===== config.mk =====
export PLATFORM = sky130hd
export DESIGN_NAME = dht11_responder
export DESIGN_NICKNAME = d
export VERILOG_FILES = /design/src/rtl/dht11_pkg.sv /design/src/rtl/dht11_sync.sv /design/src/rtl/dht11_responder.sv
export SDC_FILE = /design/constraint.sdc
export NUM_CORES = 1
export LEC_CHECK = 0
export ABC_AREA = 1
export CAP_MARGIN = 20
export CELL_PAD_IN_SITES_DETAIL_PLACEMENT = 0
export CELL_PAD_IN_SITES_GLOBAL_PLACEMENT = 1
export CORE_ASPECT_RATIO = 2
export CORE_MARGIN = 2
export CORE_UTILIZATION = 45
export DETAILED_ROUTE_END_ITERATION = 7
export PLACE_DENSITY_LB_ADDON = 0.1
export SYNTH_ARGS = -nofsm -noshare
export SYNTH_HDL_FRONTEND = slang
export SYNTH_SLANG_ARGS = --single-unit
export TNS_END_PERCENT = 50

===== constraint.sdc =====
create_clock -name clk -period 5.1 [get_ports clk]
set_clock_uncertainty 0.2 [all_clocks]
set_input_delay 1.02 -clock clk [delete_from_list [all_inputs] [get_ports clk]]
set_output_delay 1.02 -clock clk [all_outputs]
set_load 0.02 [all_outputs]

===== src/rtl/dht11_pkg.sv =====
// Shared definitions for the DHT11 sensor emulator: state encoding,
// default timing constants (1 clk = 1 us) and a checksum helper.
package dht11_pkg;

  typedef enum logic [2:0] {
    IDLE,
    HOST_LOW,
    WAIT,
    RESP_LOW,
    RESP_HIGH,
    BIT_LOW,
    BIT_HIGH,
    END_LOW
  } state_t;

  localparam int unsigned DEF_T_START_MIN = 18000;
  localparam int unsigned DEF_T_WAIT      = 30;
  localparam int unsigned DEF_T_RESP      = 80;
  localparam int unsigned DEF_T_BIT_LOW   = 50;
  localparam int unsigned DEF_T_ZERO_HIGH = 26;
  localparam int unsigned DEF_T_ONE_HIGH  = 70;

  localparam int unsigned FRAME_BITS = 40;
  localparam int unsigned CNT_W      = 15;
  localparam int unsigned BIT_IDX_W  = 6;

  // Byte sum modulo 256, optionally inverted to inject a checksum error.
  function automatic logic [7:0] frame_checksum(
    input logic [7:0] humid_int,
    input logic [7:0] humid_dec,
    input logic [7:0] temp_int,
    input logic [7:0] temp_dec,
    input logic       invert
  );
    logic [7:0] sum;
    sum = humid_int + humid_dec + temp_int + temp_dec;
    return invert ? ~sum : sum;
  endfunction

endpackage


===== src/rtl/dht11_sync.sv =====
// Two-flop synchronizer for the open-drain data line with edge pulses.
// Flops reset to 1 so a reset looks like a released (pulled-up) line.
module dht11_sync (
  input  logic clk,
  input  logic rst,
  input  logic raw,
  output logic level,
  output logic rise,
  output logic fall
);

  logic meta;
  logic stable;
  logic prev;

  // Synchronize the raw line and keep one extra sample for edge detection.
  always_ff @(posedge clk) begin
    if (rst) begin
      meta   <= 1'b1;
      stable <= 1'b1;
      prev   <= 1'b1;
    end else begin
      meta   <= raw;
      stable <= meta;
      prev   <= stable;
    end
  end

  assign level = stable;
  assign rise  = stable & ~prev;
  assign fall  = ~stable & prev;

endmodule


===== src/rtl/dht11_responder.sv =====
// DHT11 sensor emulator: waits for a host start pulse, then answers with
// the response preamble and a 40-bit frame (4 data bytes + checksum).
module dht11_responder
  import dht11_pkg::*;
#(
  parameter int unsigned T_START_MIN = DEF_T_START_MIN,
  parameter int unsigned T_WAIT      = DEF_T_WAIT,
  parameter int unsigned T_RESP      = DEF_T_RESP,
  parameter int unsigned T_BIT_LOW   = DEF_T_BIT_LOW,
  parameter int unsigned T_ZERO_HIGH = DEF_T_ZERO_HIGH,
  parameter int unsigned T_ONE_HIGH  = DEF_T_ONE_HIGH
) (
  input  logic       clk,
  input  logic       rst,
  input  logic       dq_in,
  output logic       dq_pull_low,
  input  logic [7:0] humid_int,
  input  logic [7:0] humid_dec,
  input  logic [7:0] temp_int,
  input  logic [7:0] temp_dec,
  input  logic       corrupt_chk,
  output logic       busy,
  output logic       done
);

  // The IDLE cycle that sees the falling edge is already the first low
  // cycle, so a host low of N cycles leaves the counter at N-1 on release.
  localparam logic [CNT_W-1:0] START_SAT  = CNT_W'(T_START_MIN);
  localparam logic [CNT_W-1:0] START_LAST = CNT_W'(T_START_MIN - 1);
  localparam logic [CNT_W-1:0] WAIT_LAST  = CNT_W'(T_WAIT - 1);
  localparam logic [CNT_W-1:0] RESP_LAST  = CNT_W'(T_RESP - 1);
  localparam logic [CNT_W-1:0] LOW_LAST   = CNT_W'(T_BIT_LOW - 1);
  localparam logic [CNT_W-1:0] ZERO_LAST  = CNT_W'(T_ZERO_HIGH - 1);
  localparam logic [CNT_W-1:0] ONE_LAST   = CNT_W'(T_ONE_HIGH - 1);
  localparam logic [BIT_IDX_W-1:0] LAST_BIT = BIT_IDX_W'(FRAME_BITS - 1);

  state_t                  state;
  state_t                  state_next;
  logic [CNT_W-1:0]        cnt;
  logic [CNT_W-1:0]        cnt_next;
  logic [BIT_IDX_W-1:0]    bit_idx;
  logic [FRAME_BITS-1:0]   frame;
  logic                    load_frame;
  logic                    advance_bit;
  logic                    frame_end;
  logic                    line_level;
  logic                    line_rise;
  logic                    line_fall;
  logic [CNT_W-1:0]        high_last;

  dht11_sync u_sync (
    .clk   (clk),
    .rst   (rst),
    .raw   (dq_in),
    .level (line_level),
    .rise  (line_rise),
    .fall  (line_fall)
  );

  // State register; reset drops straight to IDLE so the line is released.
  always_ff @(posedge clk) begin
    if (rst) begin
      state <= IDLE;
    end else begin
      state <= state_next;
    end
  end

  // Next-state, counter and line-drive decode for every protocol phase.
  always_comb begin
    state_next  = state;
    cnt_next    = cnt;
    load_frame  = 1'b0;
    advance_bit = 1'b0;
    frame_end   = 1'b0;
    dq_pull_low = 1'b0;
    busy        = 1'b1;
    high_last   = frame[FRAME_BITS-1] ? ONE_LAST : ZERO_LAST;
    case (state)
      IDLE: begin
        busy = 1'b0;
        if (line_fall) begin
          state_next = HOST_LOW;
          cnt_next   = '0;
        end
      end
      HOST_LOW: begin
        busy = 1'b0;
        if (line_rise) begin
          cnt_next = '0;
          if (cnt >= START_LAST) begin
            state_next = WAIT;
            load_frame = 1'b1;
          end else begin
            state_next = IDLE;
          end
        end else if (!line_level && cnt != START_SAT) begin
          cnt_next = cnt + 1'b1;
        end
      end
      WAIT: begin
        if (cnt == WAIT_LAST) begin
          state_next = RESP_LOW;
          cnt_next   = '0;
        end else begin
          cnt_next = cnt + 1'b1;
        end
      end
      RESP_LOW: begin
        dq_pull_low = 1'b1;
        if (cnt == RESP_LAST) begin
          state_next = RESP_HIGH;
          cnt_next   = '0;
        end else begin
          cnt_next = cnt + 1'b1;
        end
      end
      RESP_HIGH: begin
        if (cnt == RESP_LAST) begin
          state_next = BIT_LOW;
          cnt_next   = '0;
        end else begin
          cnt_next = cnt + 1'b1;
        end
      end
      BIT_LOW: begin
        dq_pull_low = 1'b1;
        if (cnt == LOW_LAST) begin
          state_next = BIT_HIGH;
          cnt_next   = '0;
        end else begin
          cnt_next = cnt + 1'b1;
        end
      end
      BIT_HIGH: begin
        if (cnt == high_last) begin
          advance_bit = 1'b1;
          cnt_next    = '0;
          state_next  = (bit_idx == LAST_BIT) ? END_LOW : BIT_LOW;
        end else begin
          cnt_next = cnt + 1'b1;
        end
      end
      END_LOW: begin
        dq_pull_low = 1'b1;
        if (cnt == LOW_LAST) begin
          state_next = IDLE;
          cnt_next   = '0;
          frame_end  = 1'b1;
        end else begin
          cnt_next = cnt + 1'b1;
        end
      end
      default: begin
        busy       = 1'b0;
        state_next = IDLE;
        cnt_next   = '0;
      end
    endcase
  end

  // Counter, latched frame shift register, bit index and done pulse.
  always_ff @(posedge clk) begin
    if (rst) begin
      cnt     <= '0;
      bit_idx <= '0;
      frame   <= '0;
      done    <= 1'b0;
    end else begin
      cnt  <= cnt_next;
      done <= frame_end;
      if (load_frame) begin
        frame   <= {humid_int, humid_dec, temp_int, temp_dec,
                    frame_checksum(humid_int, humid_dec, temp_int, temp_dec, corrupt_chk)};
        bit_idx <= '0;
      end else if (advance_bit) begin
        frame   <= {frame[FRAME_BITS-2:0], 1'b0};
        bit_idx <= bit_idx + 1'b1;
      end
    end
  end

endmodule


# [Word level (Yosys, flattened, before mapping)]
# Index checks and enable logic that the tools add are counted.
[totals] regBits=68 inputBits=36 output_inout_bits=3 word_cells=85
[op_classes] add_sub_neg=5 magnitude_cmp=1 eq_ne=22 muxes=31 bitwise_logic=6 reduce_logical=12
[ops] operator="15-bit two-way mux" count=7
[ops] operator="15-bit one-hot mux with 6 select lines" count=1
[ops] operator="40-bit two-way mux" count=2
[ops] operator="8-bit adder" count=3
[ops] operator="3-bit two-way mux" count=8
[ops] operator="3-bit one-hot mux with 8 select lines" count=1
[ops] operator="2-bit inequality test, second input constant" count=8
[ops] operator="15-bit by 1-bit adder with 15-bit output, second input constant" count=1
[ops] operator="15-bit by 5-bit equality test with 1-bit output, second input constant" count=1
[ops] operator="15-bit by 6-bit equality test with 1-bit output, second input constant" count=1
[ops] operator="15-bit by 7-bit equality test with 1-bit output" count=1
[ops] operator="15-bit by 7-bit equality test with 1-bit output, second input constant" count=1
[ops] operator="15-bit >= comparator, second input constant" count=1
[ops] operator="15-bit inequality test, second input constant" count=1
[ops] operator="3-bit equality test, second input constant" count=4
[ops] operator="2-bit OR reduction" count=5
[ops] operator="1-bit two-way mux" count=8
[ops] operator="8-bit two-way mux" count=1
[ops] operator="8-bit NOT" count=1
[ops] operator="8-bit AND reduction" count=1
[ops] operator="7-bit two-way mux" count=1
[ops] operator="6-bit by 1-bit adder with 6-bit output, second input constant" count=1
[ops] operator="3-bit by 2-bit equality test with 1-bit output, second input constant" count=2
[ops] operator="6-bit equality test, second input constant" count=1
[ops] operator="other kinds (11)" count=15

# [Logic depth before layout (Yosys ltp)]
[logic_depth] depth_word=6 mapped_depth=15 mapped_depth_nobuf=15

# [Modules after synthesis]
# From an unflattened synthesis, not the netlist that was laid out.
[hier_totals] hier_cells=669 hier_area_um2=4419.2
[by_module_without_submodules] module="dht11_responder" n_inst=1 cells_per_inst=656 area_each_um2=4321.6 seq_area_each_um2=1301.2
[by_module_without_submodules] module="dht11_sync" n_inst=1 cells_per_inst=13 area_each_um2=97.6 seq_area_each_um2=60.1

# [Worst setup path before layout]
# OpenSTA, ideal clock, no wires.
[synth_timing] kind="input to register" startpoint="input port humid_int[1]" endpoint="register frame[5]" arrival_time_ns=3.296 required_ns=4.768 path_slack_ns=1.472 path_stages=10 path_buffers=0 cell_sequence="inv_1 -> fa_1 -> fa_1 -> inv_1 -> ha_1 -> fa_1 -> a21oi_1 -> xnor3_1 -> o21ai_1 -> a21oi_1"
[synth_via] elab_chain_cells=6
[synth_lines] item="start: declaration" line_no="dht11_responder.sv:17" rtl="input logic [7:0] humid_int,"
[synth_lines] item="8-bit adder (*) (3 in series)" line_no="dht11_pkg.sv:36" rtl="sum = humid_int + humid_dec + temp_int + temp_dec;"
[synth_lines] item="8-bit NOT" line_no="dht11_pkg.sv:37" rtl="return invert ? ~sum : sum;"
[synth_lines] item="8-bit two-way mux (*)" line_no="dht11_pkg.sv:37"
[synth_lines] item="40-bit two-way mux (*)" line_no="dht11_responder.sv:172" rtl="if (load_frame) begin"
[synth_lines] item="end signal: assignment" line_no="dht11_responder.sv:173" rtl="frame <= {humid_int, humid_dec, temp_int, temp_dec,"
[synth_lines] item="end signal: assignment" line_no="dht11_responder.sv:177" rtl="frame <= {frame[FRAME_BITS-2:0], 1'b0};"
[synth_lines] item="end: declaration" line_no="dht11_responder.sv:42" rtl="logic [FRAME_BITS-1:0] frame;"
# Mark *: on every way between the ends. The rest lies on a longest branch, timed or not.
# A chain may end at the register's enable or synchronous reset.

# [Worst setup path after layout]
# Ends and elaborated chain as after synthesis.

==> results.yml <==
clocking:
  holdBufCountCts: 0
  cts_max_path_buffers: 2
  clkTransAtPathRegs_ps: 50
  cts_resized: 0
  clock_latency_ps: 330
  numCtsBuffers: 9
  numClockSinks: 68
  htree_levels: 3
  cts_setup_buffers: 0
  root_buffer: "clkbuf_16"
  cts_tree: "done"
yosys:
  syn_avg_cell_area_um2: 6.43
  synth_seq_area_share: 0.300
  synth_ff_type: "dfxtp_1"
  netlist_instances: 706
  synth_area_um2: 4540
  syn_nets: 767
  synth_edf_count: 0
  async_flop_share: 0
  ys_ff_latch: 68
  ys_warn_count: 0
  synth_cell_types: 40
grt:
  gr-usage-met3: 0.0414
  grt_pass1_wl_mm: 19.3
  grt_antenna_before_repair: 0
  grt_pass1_vias: 4263
  grtUsageMet2: 0.444
  track_usage: 0.231
  grtUsageMet1: 0.219
  grt-ovfl-total: 0
  gr-max-usage-layer: "met2"
  grt_start_max_net_pins: 51
die:
  start_util: 0.465
  die_height_um: 146
  core_um2: 9760
  io_pins: 39
  die_w_um: 75.0
  die_area_um2: 11000
  rows: 51
worst_setup_path:
  worst_path_largest_cell_delay_ps: 510
  r2r_start: "cnt[0]$_SDFFE_PP0P_"
  cp.required_ps: 5090
  r2r_slack_ps: 2160
  cp_data_arrival_time_ps: 3930
  r2r_end: "frame[5]$_SDFFE_PP0P_"
  crit_family: "adder cells"
  cp-end-kind: "flop"
  crit_slowest_cell: "fa_1"
  critical_path.cell_chain: "clkdlybuf4s50_1 > inv_1 > fa_1 > fa_1 > inv_1 > ha_1 > fa_1 > a21oi_1 > xnor3_1 > o21ai_1 > a21oi_1"
  critical_path_buf_inv_count: 3
  startpoint_type: "input port"
  critical_path.max_fanout: 3
  path_common_cell: "fa_1"
  critical_path_class: "input port to flop"
  rr_worst_depth: 10
detailed_routing:
  avgRoutedWirePerCell_um: 13.3
  vias_per_cell: 4.88
  wl_mm: 11.6
  drtPass1Iterations: 4
  drcViolationCount: 0
  drt_first_iter_violations: 159
  vias: 4252
  detail-route-antenna-nets: 0
layout:
  final_common_cell: "nand2_1"
  fin_nets: 796
  final_cell_mix: "181 x nand2_1, 129 x nor2_1, 110 x inv_1, 68 x dfxtp_1, 37 x clkdlybuf4s50_1"
  antenna_cells: 0
  synthToLayoutAreaGrowth_pct: 15.8
  drive_gt1_frac: 0.0676
  design_area_um2: 5260
power:
  power_density_nw_per_um2: 291
  p_leak_nw: 2.35
  vdd_drop_max_v: 0.000196
sta:
  fin_crit_sh: 0.773
  fmax_ghz: 0.254
  maxSlewViolCount: 0
  rsz0062_at_grt: "false"
  setup_viol: 0
  slew_headroom: 0.576
  setup_tns_ps: 0
  hold_viol_final: 0
  finalCriticalPeriod_ps: 3940
  tightestPinTransition_ps: 636
place:
  port_buffers: 38
  hpwl_mm: 8.80
  placed_cell_area_um2: 4940
  place_congestion: 0.939
worst_hold_path:
  hold_class: "flop to flop"
  hold_end: "u_sync.level$_SDFF_PP1_"
  hold_start: "u_sync.meta$_SDFF_PP1_"
  min_path_cells: 1
outcome:
  status: "finished, final reports clean"
job:
  cap_violations: 0
[area by class of cell]
class / instances / area, um^2
fill: 1017 / 4510
multi-input combinational: 501 / 2590
sequential: 68 / 1360
inverter: 116 / 439
timing repair buffer: 39 / 383
clock buffer: 13 / 270
tap: 132 / 165
clock inverter: 3 / 43.8
[synthesized netlist by cell type (4+ instances only)]
cell        n  share of area
ha_1       11          0.030
xnor2_1     4         0.0077
nand4_1     8          0.011
dfxtp_1    68           0.30
nand3_2     4         0.0088
clkbuf_1    6         0.0050
nor3_1     14          0.015
inv_2       4         0.0033
xor2_1      9          0.017
nor2_2     14          0.019
a21oi_1    27          0.030
o21ai_1    15          0.017
nor2_1    129           0.11
fa_1       14          0.062
nand3_1    28          0.031
inv_1     110          0.091
buf_4       7          0.012
o21ai_0    24          0.026
nand2_1   181           0.15
[registers in the layout, indices dropped and copies added, names as in the netlist]
register and flops:
u_sync.meta 1, bit_idx 6, done 1, u_sync.level 1, state 3, cnt 15, frame 40, u_sync.prev 1
[power by group]
part,internal [mW],total (mW),switching (mW)
registers,0.537,0.547,0.00908
logic,0.133,0.330,0.197
clock network,0.419,0.656,0.237
total,1.09,1.53,0.442
[cells by family after synthesis]
logic type | share of synthesized area
and+or+nand+nor | 0.368
adders and majority gates | 0.0921
buffers and inverters | 0.128
AOI/OAI and AO/OA | 0.0811
xor gates and xnor gates | 0.0301
DFF | 0.300
[through the flow]
step | hold slack, ps | std cells | power [mW] | setup slack, ps | util
after detailed placement | 224 | 856 | 0.889 | 801 | 0.506
after floorplan | 189 | 706 | 0.798 | 1470 | -
after global placement | 206 | 856 | 0.888 | 857 | 0.506
final | 230 | 872 | 1.53 | 1160 | 0.538
after CTS | 241 | 872 | 1.55 | 1150 | 0.538
after global routing | 239 | 872 | 1.61 | 957 | 0.538
[worst max path at each step]
stage / from / to / slack, ps / depth (start not counted)
2_1_floorplan: humid_int[1] / frame[5]$_SDFFE_PP0P_ / 1470 / 10
3_3_place_gp: humid_int[1] / frame[5]$_SDFFE_PP0P_ / 860 / 11
3_5_place_dp: humid_int[1] / frame[5]$_SDFFE_PP0P_ / 800 / 11
4_1_cts: humid_int[1] / frame[5]$_SDFFE_PP0P_ / 1150 / 11
5_1_grt: humid_int[1] / frame[7]$_SDFFE_PP0P_ / 960 / 14
6_report: humid_int[1] / frame[5]$_SDFFE_PP0P_ / 1160 / 11
[layer usage]
layer / vias up / share of wire / routed length, um
li1: 2212 / - / -
met1: 1934 / 0.35 / 4050
met2: 82 / 0.58 / 6770
met3: 24 / 0.031 / 360
met4: 0 / 0.035 / 404
met5: - / 0 / 0
Note: power is estimated with default switching activity, not from simulation.
